File: src/rtl/taint_check.sv
// Sink-side taint checker: strips operand tags, flags tainted words, counts them and stalls in ALARM.
// Optional build macro TAINT_CHECK_MASK_EN zeroes the forwarded data of tainted words.
module taint_check #(
    parameter int unsigned CNT_W  = 16,
    parameter int unsigned THRESH = 1
) (
    input  logic             clk,
    input  logic             rst,
    input  logic             in_valid,
    output logic             in_ready,
    input  logic [63:0]      in_data,
    output logic             out_valid,
    input  logic             out_ready,
    output logic [63:0]      out_data,
    output logic             out_taint,
    input  logic             alarm_clr,
    output logic             alarm,
    output logic [CNT_W-1:0] taint_cnt
);

    typedef enum logic {
        ST_RUN,
        ST_ALARM
    } state_e;

    localparam logic [63:0]      TAG_MASK = 64'h8000_0000_8000_0000;
    localparam logic [CNT_W-1:0] CNT_MAX  = '1;

    state_e           state_q, state_d;
    logic             out_valid_q, out_valid_d;
    logic [63:0]      out_data_q, out_data_d;
    logic             out_taint_q, out_taint_d;
    logic [CNT_W-1:0] cnt_q, cnt_d;

    logic             accept;
    logic             taint;
    logic             hit;
    logic             thresh_hit;
    logic [63:0]      fwd_data;

    always_comb begin
        in_ready   = (state_q == ST_RUN) && (!out_valid_q || out_ready);
        accept     = in_valid && in_ready;
        taint      = in_data[63] | in_data[31];
        hit        = accept && taint;
        thresh_hit = (THRESH != 0) && ((32'(cnt_q) + 32'd1) >= THRESH);
`ifdef TAINT_CHECK_MASK_EN
        fwd_data   = taint ? '0 : (in_data & ~TAG_MASK);
`else
        fwd_data   = in_data & ~TAG_MASK;
`endif

        out_valid_d = out_valid_q;
        out_data_d  = out_data_q;
        out_taint_d = out_taint_q;
        cnt_d       = cnt_q;
        state_d     = state_q;

        if (accept) begin
            out_valid_d = 1'b1;
            out_data_d  = fwd_data;
            out_taint_d = taint;
        end else if (out_ready) begin
            out_valid_d = 1'b0;
        end

        // alarm_clr dominates a simultaneous tainted accept in both count and state
        if (alarm_clr) begin
            cnt_d = '0;
        end else if (hit && (cnt_q != CNT_MAX)) begin
            cnt_d = cnt_q + CNT_W'(1);
        end

        case (state_q)
            ST_RUN: begin
                if (!alarm_clr && hit && thresh_hit) begin
                    state_d = ST_ALARM;
                end
            end
            ST_ALARM: begin
                if (alarm_clr) begin
                    state_d = ST_RUN;
                end
            end
            default: state_d = ST_RUN;
        endcase
    end

    always_ff @(posedge clk) begin
        if (rst) begin
            state_q     <= ST_RUN;
            out_valid_q <= 1'b0;
            out_data_q  <= '0;
            out_taint_q <= 1'b0;
            cnt_q       <= '0;
        end else begin
            state_q     <= state_d;
            out_valid_q <= out_valid_d;
            out_data_q  <= out_data_d;
            out_taint_q <= out_taint_d;
            cnt_q       <= cnt_d;
        end
    end

    assign out_valid = out_valid_q;
    assign out_data  = out_data_q;
    assign out_taint = out_taint_q;
    assign alarm     = (state_q == ST_ALARM);
    assign taint_cnt = cnt_q;

endmodule

File: config.mk
export PLATFORM = sky130hd
export DESIGN_NAME = taint_check
export DESIGN_NICKNAME = d
export VERILOG_FILES = /design/src/rtl/taint_check.sv
export SDC_FILE = /design/constraint.sdc
export NUM_CORES = 1
export LEC_CHECK = 0
export ABC_AREA = 1
export CAP_MARGIN = 20
export CORE_ASPECT_RATIO = 1.25
export CORE_MARGIN = 3
export CORE_UTILIZATION = 37
export CTS_CLUSTER_DIAMETER = 150
export DETAILED_ROUTE_END_ITERATION = 10
export PLACE_DENSITY = 0.68
export SETUP_SLACK_MARGIN = 0.02
export SYNTH_ARGS = -nofsm -noshare
export SYNTH_HDL_FRONTEND = slang
export SYNTH_SLANG_ARGS = --single-unit
File: constraint.sdc
create_clock -name clk -period 1.9 [get_ports clk]
set_input_delay 0.475 -clock clk [delete_from_list [all_inputs] [get_ports clk]]
set_output_delay 0.475 -clock clk [all_outputs]
set_load 0.05 [all_outputs]
Yosys cells after proc, flatten, opt, wreduce, memory -nomap -nowiden
Cells that the tools add are included.
- flip-flop bits (word level): 81
- latch bits: 0
- memory bits (writable): 0
- ROM bits: 0
- input port bits: 69
- logic and storage cells: 27
- memories: 0
- add/sub/neg operators: 2
- multiply operators: 0
- div/mod/pow operators: 0
- order comparisons: 1
- equality and inequality tests: 1
- shift operators: 0
- mux-type cells: 5
- bitwise operators: 2
- reduce and logical (&&, ||, !) cells: 11
- operator list (operator ; count):
    $add 16x1->17 const B ; 1
    $ge 17x1->1 const B ; 1
    $add 16x1->16 const B ; 1
    $ne 16x16->1 const B ; 1
    $logic_and 1x1->1 ; 6
    $mux 1 ; 4
    $logic_not 1->1 ; 2
    $pmux 1 s2 ; 1
    $reduce_bool 2->1 ; 1
    $reduce_or 2->1 ; 1
    $logic_or 1x1->1 ; 1
    $not 1->1 ; 1
    $or 1x1->1 ; 1

Logic depth before layout (Yosys ltp)
Gate-level depths: netlist of the first run.
- depth in word-level cells: 9
- depth in mapped cells: 14
- gate-level depth less buffers: 14

Worst setup path before layout of the first run
No wires, ideal clock.
- kind: reg2reg
- start point: register cnt_q[1] (netlist: taint_cnt[1])
- end point: register cnt_q[10] (netlist: taint_cnt[10])
- arrival: 1906 ps
- slack: -86 ps
- cell stages (with the launch flop): 10
- clock period less this slack: 1986 ps
- cell sequence: dfxtp_1 > ha_1 > nand2_2 > nor2_4 > nand3_4 > nor2_4 > nor2_4 > buf_6 > buf_6 > a211oi_2
- word-level cells in the longest chain between the ends: 2
- elaborated cells between the ends (all ways): 3
- classes of those cells: add/sub: 1; eq/ne: 1; reduce/logical: 1
- RTL lines (what ; RTL line ; source):
    start: declaration ; 33 ; logic [CNT_W-1:0] cnt_q, cnt_d;
    start signal: assignment ; 101 ; cnt_q <= cnt_d;
    branches (longest 2 deep; another with $add 16x1->16) ; -- ;
Several ways; the timed one is not identified.
A chain may end at the register's enable or synchronous reset.

Final worst setup path of the first run
- start point: register cnt_q[0] (netlist: taint_cnt[0])
- end point: register state_q (netlist: alarm)
- word-level cells in the longest chain between the ends: 5
- RTL lines (what ; RTL line ; source):
    $add 16x1->17 ; 46 ; thresh_hit = (THRESH != 0) && ((32'(cnt_q) + 32'd1) >= THRESH);
    $ge 17x1->1 ; 46 ;
    $logic_and 1x1->1 ; 76 ; if (!alarm_clr && hit && thresh_hit) begin
    $mux 1 ; 76 ;
    $pmux 1 s2 ; 74 ; case (state_q)
    end signal: assignment ; 97 ; state_q <= state_d;
    end: declaration ; 29 ; state_e state_q, state_d;
No other way between the ends.

==> results of run 1 <==
[timing repair]
item                                    in CTS  in global routing
pin swaps                                    1                  4
endpoints found under the setup margin       1                  3
resized for setup                            0                  8
hold buffers                                 0                  0
setup buffers                                1                  7
[power by group through the flow]
stage | Clock (W) | Combinational (W) | Sequential, W
floorplan | 0 | 0.000287 | 0.00224
global placement | 0 | 0.00105 | 0.00190
global route | 0.00152 | 0.00113 | 0.00188
CTS | 0.00145 | 0.00106 | 0.00187
detailed placement | 0 | 0.00106 | 0.00190
finish | 0.00139 | 0.00106 | 0.00187
[worst paths after layout]
| check | from | endpoint | slack (ns) | depth (start not counted) |
|---|---|---|---|---|
| min reg2reg | out_data[49] | out_data[49] | 0.47 | 2 |
| max | taint_cnt[0] | alarm | 0.14 | 13 |
| min | rst | out_data[28] | 0.44 | 2 |
| max reg2reg | taint_cnt[0] | alarm | 0.14 | 13 |
[state kept, by name (all words and copies together) (netlist names)]
signal     flops
out_taint      1
taint_cnt     16
out_data      62
alarm          1
out_valid      1
[metrics by stage]
| stage | power [W] | hold slack (ns) | area [um^2] |
|---|---|---|---|
| 5_1_grt | 0.00453 | 0.437 | 5270 |
| 4_1_cts | 0.00437 | 0.427 | 5190 |
| 3_5_place_dp | 0.00296 | 0.455 | 4960 |
| 2_1_floorplan | 0.00253 | 0.618 | 3460 |
| 6_report | 0.00431 | 0.443 | 5270 |
| 3_3_place_gp | 0.00295 | 0.452 | 4960 |
[layout make-up]
class	count	area [um^2]
Sequential cell	81	1630
Tap cell	120	150
Clock inverter	2	60.1
Timing Repair Buffer	175	1550
Inverter	33	126
Clock buffer	14	163
Multi-Input combinational cell	346	1590
Fill cell	865	3620
[routing by layer]
| layer | part of all wire, % | vias to the layer above |
|---|---|---|
| met5 | 0 | - |
| met4 | 1.8 | 0 |
| met3 | 8.8 | 15 |
| met2 | 48 | 113 |
| met1 | 41 | 1645 |
| li1 | - | 1855 |
[layout by cell type, fill, tap and decap left out, types with 7 or more instances in the layout]
| cell | instances |
|---|---|
| a21oi_1 | 77 |
| buf_4 | 100 |
| clkbuf_8 | 11 |
| clkdlybuf4s50_1 | 66 |
| dfxtp_1 | 74 |
| dfxtp_2 | 7 |
| inv_1 | 30 |
| nand2_1 | 190 |
| nand3_1 | 12 |
| nor2_1 | 23 |
| nor2_4 | 7 |
| o21ai_0 | 9 |
[cell families after synthesis]
family                   after synthesis  synth area share, %
flip-flops                            81                 47.0
other                                  1                0.109
AO/OA/AOI/OAI                         95                 14.5
buffers and inverters                 58                 7.14
adder cells (fa/ha/maj)                2                0.725
AND/OR/NAND/NOR                      247                 30.5
==> results.py, run 1 <==
metrics = {
    "cells_and_area": {
        "final_layout_size_suffix_gt1_share_pct": 22.7,
        "fin_nets": 717,
        "syn2layout_area_growth_pct": 52.7,
        "final_util_pct": 59.3,
        "antennaDiodeCount": 0,
        "layout.cells.non_filler": 771,
    },
    "detailed_routing": {
        "drtAntennaViolNets": 0,
        "routedWlPerCell_um": 13.4,
        "routed_wl_um": 10300,
        "viasPerCell": 4.71,
        "drtIter0Drc": 123,
        "dr.pass1.iters": 4,
        "drcViolationCount": 0,
        "dr_total_vias": 3628,
    },
    "sta": {
        "fmax_mhz": 568,
        "setup_ws_ns": 0.139,
        "tns_ns": 0,
        "post-route-period-util_pct": 92.7,
        "fin_crit_ns": 1.76,
        "setup_viol": 0,
        "maxSlewViolCount": 0,
        "finalHoldViolCount": 0,
        "rsz0062_at_grt": "no",
        "fin_skew_ns": 0.0114,
    },
    "critical_path": {
        "path_buf_inv": 1,
        "cp_common_cell": "nand2_1",
        "path_cells": "ha_2, nand2_2, nor2_4, buf_12, nand2_1, nand2_1, nand2_1, nand2_1, nor2_2, nor2_1, nand2_1, nand2_1, a21oi_2",
        "cp.arrival_ns": 1.99,
        "cpPeakStageDelay_ns": 0.37,
        "crit_path_max_fanout": 5,
        "crit_type": "flop to flop",
        "slowest_stage": "dfxtp_2",
        "crit_path_start_kind": "flop",
        "cp.required_ns": 2.13,
        "cpLargestDelayFamily": "simple AND/OR/NAND/NOR gates",
        "endpoint_kind": "flop",
    },
    "global_route": {
        "grt_max_degree": 57,
        "grt_busiest_layer": "met2",
        "grt.overflow.total": 0,
        "grt_pass1_vias": 3549,
        "use_met2_pct": 33.3,
        "grtUsageMet1_pct": 22.3,
        "grt_pass1_wl_um": 16500,
        "antenna_found_initial": 0,
        "grt_usage_pct": 19.7,
        "grt_use_met3_pct": 8.18,
    },
    "synth": {
        "synth_cell_type_count": 28,
        "syn_area_um2": 3450,
        "synth-seq-area-share_pct": 47.0,
        "yosysTopAreaCell": "dfxtp_1",
        "async_flop_share_pct": 0,
        "yosys.area.top_type_share_pct": 47.0,
        "yosysMostFrequentCell": "nand2_1",
        "synth.avg_cell_area_um2": 7.13,
        "yosys-top-cells-count": "nand2_1, dfxtp_1, a21oi_1",
        "synth_area_leaders": "dfxtp_1, nand2_1, a21oi_1",
        "ys_warn_count": 0,
        "synth.ff_latch_count": 81,
        "synth_edf_count": 0,
        "synthCells": 484,
        "ys.flop_type": "dfxtp_1",
    },
    "placed_design": {
        "port_buffers": 150,
        "dp.cells": 747,
        "dp_slack_ns": -0.0897,
        "gp_congestion": 0.903,
        "dpl.hpwl_um": 7770,
    },
    "clock_network": {
        "cts.sinks": 81,
        "cts_tree": "yes",
        "clkLatencyLatePin_ns": 0.35,
        "cts_buffer_depth": 2,
        "cts_buffers": 9,
        "cts_root_buffer": "clkbuf_8",
        "clkTransAtPathRegs_ns": 0.08,
        "h-tree-depth": 3,
    },
    "job": {
        "drv_cap": 0,
    },
    "power_and_ir_drop": {
        "p_seq_share_pct": 43.3,
        "power_density_nw_per_um2": 818,
        "p_clk_share_pct": 32.3,
        "switching_share_pct": 30.3,
        "p_comb_share_pct": 24.5,
        "p_int_w": 0.00301,
        "peakVddDrop_uv": 519,
        "p_sw_w": 0.00131,
        "leakage_nw": 2.32,
    },
    "floorplanning": {
        "dieArea_um2": 10500,
        "num_rows": 38,
        "io_pins": 153,
        "chipWidth_um": 92.4,
        "initial_core_util_pct": 38.8,
        "die_y_um": 114,
        "coreArea_um2": 8890,
    },
    "outcome": {
        "status": "complete, no violations",
    },
    "hold_path": {
        "hold_class": "primary input to flop",
    },
}
No activity file was read; power rests on OpenSTA's default activity.
==> run 2: changes to the inputs <==
- SLEW_MARGIN: default -> 30
==> results of run 2 <==
Same layout as run 1: the final DEF is identical, and so are final timing and power.
==> run 3: changes to the inputs <==
- DONT_BUFFER_PORTS: default -> 1
- PLACE_DENSITY: 0.68 -> 0.47
==> run 3 against run 2 <==
- register-to-register slack improved by 0.02 ns
- worst setup slack gained 0.021 ns
- combinational power is 63% lower
- maximum frequency increased by 1.2%
- critical path depth decreased by 1
- power shrank 12%
- wire length fell by 8.5%
- clock power down 12%
- first-iteration DRC count down 4.1%
- flip-flop and latch count unchanged
- via count shrank 17%
- sequential power increased by 17%
==> results.py, run 3 (synthesized netlist as in run 1, its figures left out) <==
metrics = {
    "power_and_ir_drop": {
        "leakage_nw": 1.55,
        "p_total_w": 0.00379,
        "peakVddDrop_uv": 504,
        "power_density_nw_per_um2": 978,
    },
    "cells_and_area": {
        "final_cell_mix": "nand2_1, a21oi_1, dfxtp_1, inv_1, buf_4",
        "layout.cells.non_filler": 621,
        "fin_nets": 568,
        "syn2layout_area_growth_pct": 12.2,
        "final_layout_size_suffix_gt1_share_pct": 13.0,
        "fillerInstances": 963,
        "antennaDiodeCount": 0,
        "stdcell_area_um2": 3870,
        "largest_reg_flops": 62,
        "mostFrequentLayoutCell": "nand2_1",
    },
    "clock_network": {
        "cts_buffers": 9,
        "cts.sinks": 81,
        "cts_root_buffer": "clkbuf_8",
        "clkTransAtPathRegs_ns": 0.08,
        "clkLatencyLatePin_ns": 0.36,
        "ctsHoldBuffers": 0,
        "cts_buffer_depth": 2,
        "cts_tree": "yes",
        "h-tree-depth": 3,
    },
    "placed_design": {
        "dp.cells": 603,
        "dpl.hpwl_um": 6590,
        "gp_congestion": 0.827,
        "port_buffers": 0,
        "post_dp_cell_area_um2": 3660,
    },
    "detailed_routing": {
        "drtAntennaViolNets": 0,
        "routedWlPerCell_um": 15.2,
        "dr.pass1.iters": 4,
        "dr_total_vias": 3019,
        "drtIter0Drc": 118,
        "viasPerCell": 4.86,
        "drcViolationCount": 0,
        "routed_wl_um": 9470,
    },
    "sta": {
        "fmax_mhz": 575,
        "tightest_slew_ns": 0.644,
        "holdWs_ns": 0.177,
        "slew_headroom_pct": 57.1,
        "tns_ns": 0,
        "post-route-period-util_pct": 91.6,
        "rsz0062_at_grt": "no",
        "setup_viol": 0,
        "fin_skew_ns": 0.00682,
        "maxSlewViolCount": 0,
        "finalHoldViolCount": 0,
        "fin_crit_ns": 1.74,
    },
    "critical_path": {
        "crit_path_start_kind": "flop",
        "crit_type": "flop to flop",
        "crit_path_max_fanout": 8,
        "cp.arrival_ns": 1.98,
        "cp.required_ns": 2.14,
        "endpoint_kind": "flop",
    },
    "global_route": {
        "antenna_found_initial": 0,
        "grt_pass1_vias": 2915,
        "grt.overflow.total": 0,
        "grt_max_degree": 66,
        "grt_usage_pct": 17.8,
        "grt_pass1_wl_um": 14800,
    },
    "job": {
        "drv_cap": 0,
    },
    "floorplanning": {
        "io_pins": 153,
        "die_y_um": 114,
        "coreArea_um2": 8890,
        "chipWidth_um": 92.4,
        "dieArea_um2": 10500,
        "initial_core_util_pct": 38.8,
        "num_rows": 38,
    },
    "outcome": {
        "status": "complete, no violations",
    },
    "hold_path": {
        "hold_class": "primary input to flop",
    },
}
run 3: cell count changes in the layout (fill, tap and decap cells not counted), sizes merged:
cell           before  now
nor2               33   34
buf               107   25
clkinv              0    1
clkinvlp            0    1
dlymetal6s2s        2    0
clkdlybuf4s50      66    0
bufinv              2    1
clkbuf             14   12
run 3: layout make-up:
type / instances / area, um^2 / share of cell area (%)
well taps: 120 / 150 / 3.88
repair buffers: 25 / 188 / 4.85
flip-flops and latches: 81 / 1630 / 42.0
clock buffers: 12 / 135 / 3.49
inverters: 33 / 129 / 3.33
clock inverters: 3 / 42.5 / 1.10
multi-input cells: 347 / 1600 / 41.4
run 3: report_power, final:
group | internal, W | leakage [nW] | total (W) | switching (W)
Sequential | 0.00180 | 0.666 | 0.00218 | 0.000378
Combinational | 0.000123 | 0.800 | 0.000395 | 0.000272
Clock | 0.000600 | 0.0864 | 0.00122 | 0.000617
run 3: worst paths after layout:
check | start | endpoint | slack, ns | cells past startpoint
setup / recovery | taint_cnt[2] | alarm | 0.16 | 12
hold / removal | rst | out_data[28] | 0.18 | 1
setup reg to reg | taint_cnt[2] | alarm | 0.16 | 12
hold reg to reg | taint_cnt[4] | taint_cnt[4] | 0.54 | 2
run 3: timing repair:
| action | 4_1_cts | 5_1_grt |
|---|---|---|
| setup endpoints to repair | 0 | 7 |
| gates resized for setup | 0 | 5 |
| buffers inserted | 0 | 2 |
run 3: per-layer routing:
layer	up-vias	track usage [%]	wire length (um)
met4	0	8.03	219
li1	1560	-	-
met5	-	0	0
met3	15	6.40	765
met2	103	29.7	4750
met1	1341	20.4	3730
run 3: critical path, cell delays in order (launching register included):
cell     delay (ns)
dfxtp_1        0.45
nand2_1        0.13
nor2_4         0.27
buf_4          0.17
nand3_1        0.07
nand2_1        0.09
nand2_1        0.05
nor2_1         0.08
nand2_1        0.06
nor2_1         0.09
nand2_1        0.06
nand2_1        0.07
a21oi_2        0.05
run 3: through the flow:
stage          setup slack (ns)  util [%]
2_1_floorplan            0.0431         -
3_3_place_gp             0.0373      41.2
3_5_place_dp             0.0134      41.2
4_1_cts                  0.0794      43.2
5_1_grt                  0.0205      43.6
6_report                  0.161      43.6
